`config.mk`:
```
export PLATFORM = sky130hd
export DESIGN_NAME = pipe_skid_reg
export DESIGN_NICKNAME = d
export VERILOG_FILES = /design/src/rtl/pipe_skid_reg.sv
export SDC_FILE = /design/constraint.sdc
export NUM_CORES = 1
export LEC_CHECK = 0
export ABC_AREA = 1
export CORE_MARGIN = 1.5
export CORE_UTILIZATION = 35
export CTS_CLUSTER_SIZE = 20
export DETAILED_ROUTE_END_ITERATION = 10
export DONT_BUFFER_PORTS = 1
export PLACE_DENSITY = 0.58
export SYNTH_ARGS = -nofsm -noshare
export SYNTH_HDL_FRONTEND = slang
export SYNTH_SLANG_ARGS = --single-unit
```
`constraint.sdc`:
```
create_clock -name clk -period 2 [get_ports clk]
set_input_delay 0.3 -clock clk [delete_from_list [all_inputs] [get_ports clk]]
set_output_delay 0.3 -clock clk [all_outputs]
set_load 0.01 [all_outputs]
```
`src/rtl/pipe_skid_reg.sv`:
```
// -----------------------------------------------------------------------------
// pipe_skid_reg
//
// Elastic pipeline stage register placed between two core pipeline stages
// (e.g. IF->ID, ID->EX) wherever the downstream stage can stall. One DW-bit
// payload moves with a valid/ready handshake on both sides. A two-entry
// arrangement (main register M plus skid register S) sustains one transfer per
// cycle while keeping in_ready a pure function of registered state.
//
// Optional feature:
//   `define PIPE_SKID_FLUSH_EN  -> flush kills all held entries and drives the
//                                 bubble value RST_VAL onto out_data.
//   (undefined)                -> flush is ignored; the port is kept so that
//                                 instantiations do not change.
//
// Parameters:
//   DW       payload width in bits
//   RST_VAL  bubble value (RV32I NOP by default), truncated/zero-extended to DW
//
// Ports:
//   clk        in   1   rising-edge clock
//   rst_n      in   1   asynchronous active-low reset
//   flush      in   1   synchronous kill of held entries (see macro above)
//   in_valid   in   1   upstream offers in_data
//   in_ready   out  1   stage can accept (registered)
//   in_data    in   DW  upstream payload
//   out_valid  out  1   out_data is valid (registered)
//   out_ready  in   1   downstream accepts
//   out_data   out  DW  payload to downstream (registered)
//   occupancy  out  2   number of held entries, 0..2
// -----------------------------------------------------------------------------
module pipe_skid_reg #(
   parameter int          DW      = 32,
   parameter logic [31:0] RST_VAL = 32'h0000_0013
) (
   input  logic          clk,
   input  logic          rst_n,
   input  logic          flush,
   input  logic          in_valid,
   output logic          in_ready,
   input  logic [DW-1:0] in_data,
   output logic          out_valid,
   input  logic          out_ready,
   output logic [DW-1:0] out_data,
   output logic [1:0]    occupancy
);

   // Bubble value resized to the payload width.
   localparam logic [DW-1:0] BUBBLE = DW'(RST_VAL);

   // Encoding chosen so that bit 0 is the main-valid flag and bit 1 the
   // skid-valid flag; the handshake outputs are then plain register bits.
   typedef enum logic [1:0] {
      EMPTY = 2'b00,
      FULL  = 2'b01,
      SKID  = 2'b11
   } state_e;

   state_e        state_q, state_d;
   logic [DW-1:0] m_q, m_d;
   logic [DW-1:0] s_q, s_d;

   logic m_v, s_v;
   logic in_fire, out_fire;
   logic kill;

`ifdef PIPE_SKID_FLUSH_EN
   assign kill = flush;
`else
   // Flush compiled out: the port stays but drives nothing.
   logic unused_flush;
   assign unused_flush = flush;
   assign kill         = 1'b0;
`endif

   assign m_v = state_q[0];
   assign s_v = state_q[1];

   assign out_valid = m_v;
   assign in_ready  = ~s_v;
   assign out_data  = m_q;
   assign occupancy = {1'b0, m_v} + {1'b0, s_v};

   assign in_fire  = in_valid & in_ready;
   assign out_fire = out_valid & out_ready;

   // Next-state and datapath steering. An out-fire during a flush cycle needs
   // no special handling: downstream has already sampled M this cycle.
   always_comb begin
      state_d = state_q;
      m_d     = m_q;
      s_d     = s_q;

      if (kill) begin
         state_d = EMPTY;
         m_d     = BUBBLE;
         s_d     = BUBBLE;
      end else begin
         unique case (state_q)
            EMPTY: begin
               if (in_fire) begin
                  m_d     = in_data;
                  state_d = FULL;
               end
            end
            FULL: begin
               if (in_fire && out_fire) begin
                  m_d = in_data;
               end else if (in_fire) begin
                  // Downstream stalled: park the new beat behind M.
                  s_d     = in_data;
                  state_d = SKID;
               end else if (out_fire) begin
                  // M keeps its value so out_data stays quiet when idle.
                  state_d = EMPTY;
               end
            end
            SKID: begin
               if (out_fire) begin
                  m_d     = s_q;
                  state_d = FULL;
               end
            end
            default: begin
               state_d = EMPTY;
            end
         endcase
      end
   end

   always_ff @(posedge clk or negedge rst_n) begin
      if (!rst_n) begin
         state_q <= EMPTY;
         m_q     <= BUBBLE;
         s_q     <= BUBBLE;
      end else begin
         state_q <= state_d;
         m_q     <= m_d;
         s_q     <= s_d;
      end
   end

endmodule

```
After elaboration in Yosys (flattened, before gate mapping)
Index checks and enable logic that the tools add are counted.

Register bits after elaboration: 66. Input port bits: 37. Output and inout port bits: 36. Logic and storage cells: 31.

$add $sub $neg: 1. Equality and inequality tests: 7. Mux-type cells: 10. Bitwise operators: 4. Reductions and logical operators: 6.

Operators by type and width (number): $mux 32 (3); $pmux 32 s3 (1); $mux 2 (5); $ne 2x2->1 const B (4); $reduce_and 4->1 (2); $pmux 2 s3 (1); $ne 3x3->1 const B (1); $reduce_and 3->1 (1); $reduce_bool 3->1 (1); $add 1x1->2 (1); $and 1x1->1 (2); $eq 2x1->1 const B (1); $eq 2x2->1 const B (1); $logic_not 2->1 (1); $not 1->1 (2); $logic_and 1x1->1 (1).

Longest topological paths before layout
Depth in word-level cells: 5. Gate-level depth with buffers: 9. Gate-level depth less buffers: 8.

Least setup slack after synthesis
Ideal clock, no wire load.

Kind: register -> register. Start: register state_q[0]. End: register m_q[10], in the netlist out_data[10]. Setup time: 0.117 ns. Arrival time: 1.474 ns. Data required time: 1.883 ns. Path slack: 0.409 ns. Cell stages (with the launch flop): 10. Path buffers: 2. Period minus slack after synthesis: 1.591 ns. Path through: dfrtp_1 ha_1 buf_2 nand2_1 nand2_1 inv_2 nand3_4 buf_6 nand2_1 nand2_1.

Longest elaborated chain between the ends: 4. Elaborated cells between the ends (all ways): 11. Those cells by class: eq/ne (5); mux (1); bitwise (1); reduce/logical (4).

RTL lines: start, declared (line 59) `state_e state_q, state_d;`; start signal, assigned (line 137) `state_q <= state_d;`; $and 1x1->1 (line 85) `assign out_fire = out_valid & out_ready;`; $logic_and 1x1->1 (line 107) `if (in_fire && out_fire) begin`; $ne 2x2->1 (no source line); $reduce_and 4->1 (no source line); end signal, assigned (line 138) `m_q <= m_d;`; end, declared (line 60) `logic [DW-1:0] m_q, m_d;`.

Several ways; a longest one is shown, not always the timed one. A chain may end at the register's enable or synchronous reset.

Worst setup path in the final report
Start: register state_q[0]. End: register m_q[21], in the netlist out_data[21].

The elaborated chain is that of the path after synthesis.

==> metrics.cfg <==
[outcome]
status=finished, final reports clean

[sta]
fin_setup_tns_ns=0
clock.fmax_ghz=0.5650
slew_headroom_pct=70.36
fin_crit_sh_pct=88.49
whs_ns=0.1143
skew_ns=0.006111
drv_slew=0
rsz0062_at_grt=no
worst_slew_pin_slew_ns=0.4446
report.final.setup_viol=0
hold_violations=0
fin_crit_ns=1.770

[synth]
synth_area_leaders=dfrtp_1, nand2_1, o21ai_0
yosys_warnings=0
avgSynthCellArea_sq_um=8.182
yosys.area.top_type=dfrtp_1
synth-simple-area-share_pct=25.38
synth_top_area_share_pct=48.04
ys_seq_area_share_pct=53.08
netlist_area_sq_um=3125
synth_compound_area_share_pct=10.41
yosys-mux-area-fraction_pct=0
synth_top_family_by_area=simple AND/OR/NAND/NOR gates
synth-seq-cells=66
synth_adder_area_share_pct=2.402
synth_cells=382
synth_cell_types=18
synth_xor_area_share_pct=0
syn_nets=425

[critical_path]
r2r_slack_ns=0.23
crit_path_frequent_cell=nand2_1
critPathLaunchType=register
critical-path-top-delay-family=simple AND/OR/NAND/NOR gates
reg2reg_to=out_data[21]
critical-path-slowest-cell=dfrtp_1
crit_chain=inv_1, ha_1, nand2_1, nand2_1, inv_2, nand3_4, nand2_1, nand2_1
worst-r2r-cell-count=8
cpPeakStageDelay_ns=0.52
required_ns=2.23
endpoint_kind=register
timing.rr.start=state_q[0]
crit_type=reg2reg
cp.arrival_ns=2.00
crit_fanout=32
path_buf_inv=2

[power_and_ir_drop]
swShare_pct=40.10
p_per_area_nw_per_um2=1638
combPwrFrac_pct=32.8
intPower_uw=3406
seqPwrFrac_pct=45.4
netSwitchingPower_uw=2280
power_frac_clock_pct=21.8
power.leakage_uw=0.001738
vdd_drop_max_mv=0.5399

[finish]
final_area_sq_um=3472
layout-drive-gt1-share_pct=10.13
areaGrowthSynthToFinish_pct=11.09
fin_nets=423
fillCellCount=920
diodes=0

[floorplanning]
core_sq_um=8678
die_w_um=97.50
io_pins=73
start_util_pct=36.01
die_h_um=97.50
die_area_sq_um=9506
rows=34

[clocking]
clock-sinks=66
clk_latency_ns=0.33
numCtsBuffers=9
clkTransAtPathRegs_ns=0.07
cts_tree=built
cts-root-buf=clkbuf_8
htreeDepth=3
cts.repair.resized=0
clk_path_buf_depth=2

[detailed_routing]
drt.antenna.violating_nets=0
drc=0
via_per_inst=4.961
wirelength_mm=6.867
vias=2446
drt_first_pass_iters=4
avgRoutedWirePerCell_um=13.93
drt-initial-drc-count=147

[global_route]
grt_antenna_before_repair=0
grt_overflow=0
grt_usage_pct=15.81
grt_pass1_vias=2430
grt_max_degree=67
grt_pass1_wl_mm=11.99

[min_path]
min_path_cells=2
whs_endpoint=s_q[1]
min-delay-start=in_data[1]
min_path_type=in2reg

[placement]
portBuffers=0
gp_congestion=0.7122
placed_area_sq_um=3208
dp_hpwl_mm=4.455

[job]
max_cap_violations=0

[routing by layer]
layer | up-vias | GRT usage [%] | wire [um]
met4 | 0 | 7.143 | 67
met2 | 61 | 26.01 | 3294
met1 | 1150 | 19.59 | 3221
met3 | 6 | 3.885 | 283
met5 | - | 0 | 0
li1 | 1229 | - | -
[kinds of logic (layout without fill, tap and decap cells)]
family          after synthesis  count (layout)
buf+inv                      63              66
simple gates                182             182
flops                        66              66
fa+ha+maj                     6               6
compound gates               65              65
[sequential cells by signal, summed over array words and instances (netlist names)]
| register | flops |
|---|---|
| out_data | 32 |
| s_q | 32 |
| state_q | 2 |
[stage by stage]
stage,util [%],cells,total power [uW],setup WS (ns)
final,40.01,493,5686,0.2302
after global routing,40.01,493,6215,0.01242
after CTS,40.01,493,5777,0.1969
after detailed placement,36.97,475,4475,0.2144
after global placement,36.97,475,4406,0.2345
after floorplan,-,382,4035,0.4085
[cells in the mapped netlist]
library cell	count
buf_6	3
clkbuf_1	11
buf_2	11
nand2_1	141
dfrtp_1	60
nor2_1	1
o21ai_0	64
nor2_2	1
nand3_2	1
nand4_1	32
inv_1	36
a21oi_1	1
inv_2	2
ha_1	6
nand3_1	4
nand2_2	1
dfstp_2	6
nand3_4	1
[layout by cell type (no fill, tap or decap), types with 2 or more instances in the layout]
| cell | count |
|---|---|
| inv_2 | 2 |
| dfrtp_1 | 60 |
| o21ai_0 | 64 |
| nand3_1 | 4 |
| dfstp_2 | 6 |
| inv_1 | 36 |
| buf_4 | 10 |
| nand2_1 | 141 |
| ha_1 | 5 |
| nand4_1 | 32 |
| clkbuf_8 | 14 |
[power by group through the flow]
stage	Sequential, uW	Clock, uW	Combinational, uW
6_report	2580	1240	1870
5_1_grt	2670	1340	2200
4_1_cts	2590	1280	1900
3_5_place_dp	2610	0	1860
3_3_place_gp	2590	0	1810
2_1_floorplan	2500	0	1530
[cell type report]
class | count | area (sq um) | area share (%)
clock inverter | 1 | 30.03 | 0.8649
inverter | 38 | 142.6 | 4.108
multi-input combinational | 253 | 1196 | 34.45
timing repair buffer | 12 | 112.6 | 3.243
sequential | 66 | 1659 | 47.78
clock buffer | 15 | 196.4 | 5.658
tap | 108 | 135.1 | 3.892
[what timing repair did]
action	in CTS	in global routing
endpoints found under the hold margin	66	0
buffers inserted	0	0
hold buffers	2	0
[worst max-delay path by stage]
stage	start	to	slack (ns)	depth (start not counted)
after detailed placement	state_q[0]	out_data[27]	0.21	8
after CTS	state_q[0]	out_data[27]	0.20	8
final	state_q[0]	out_data[21]	0.23	8
after floorplan	state_q[0]	out_data[10]	0.41	9
after global placement	state_q[0]	out_data[21]	0.23	8
after global routing	state_q[0]	out_data[6]	0.01	8
Note: power is estimated with default switching activity, not from simulation.
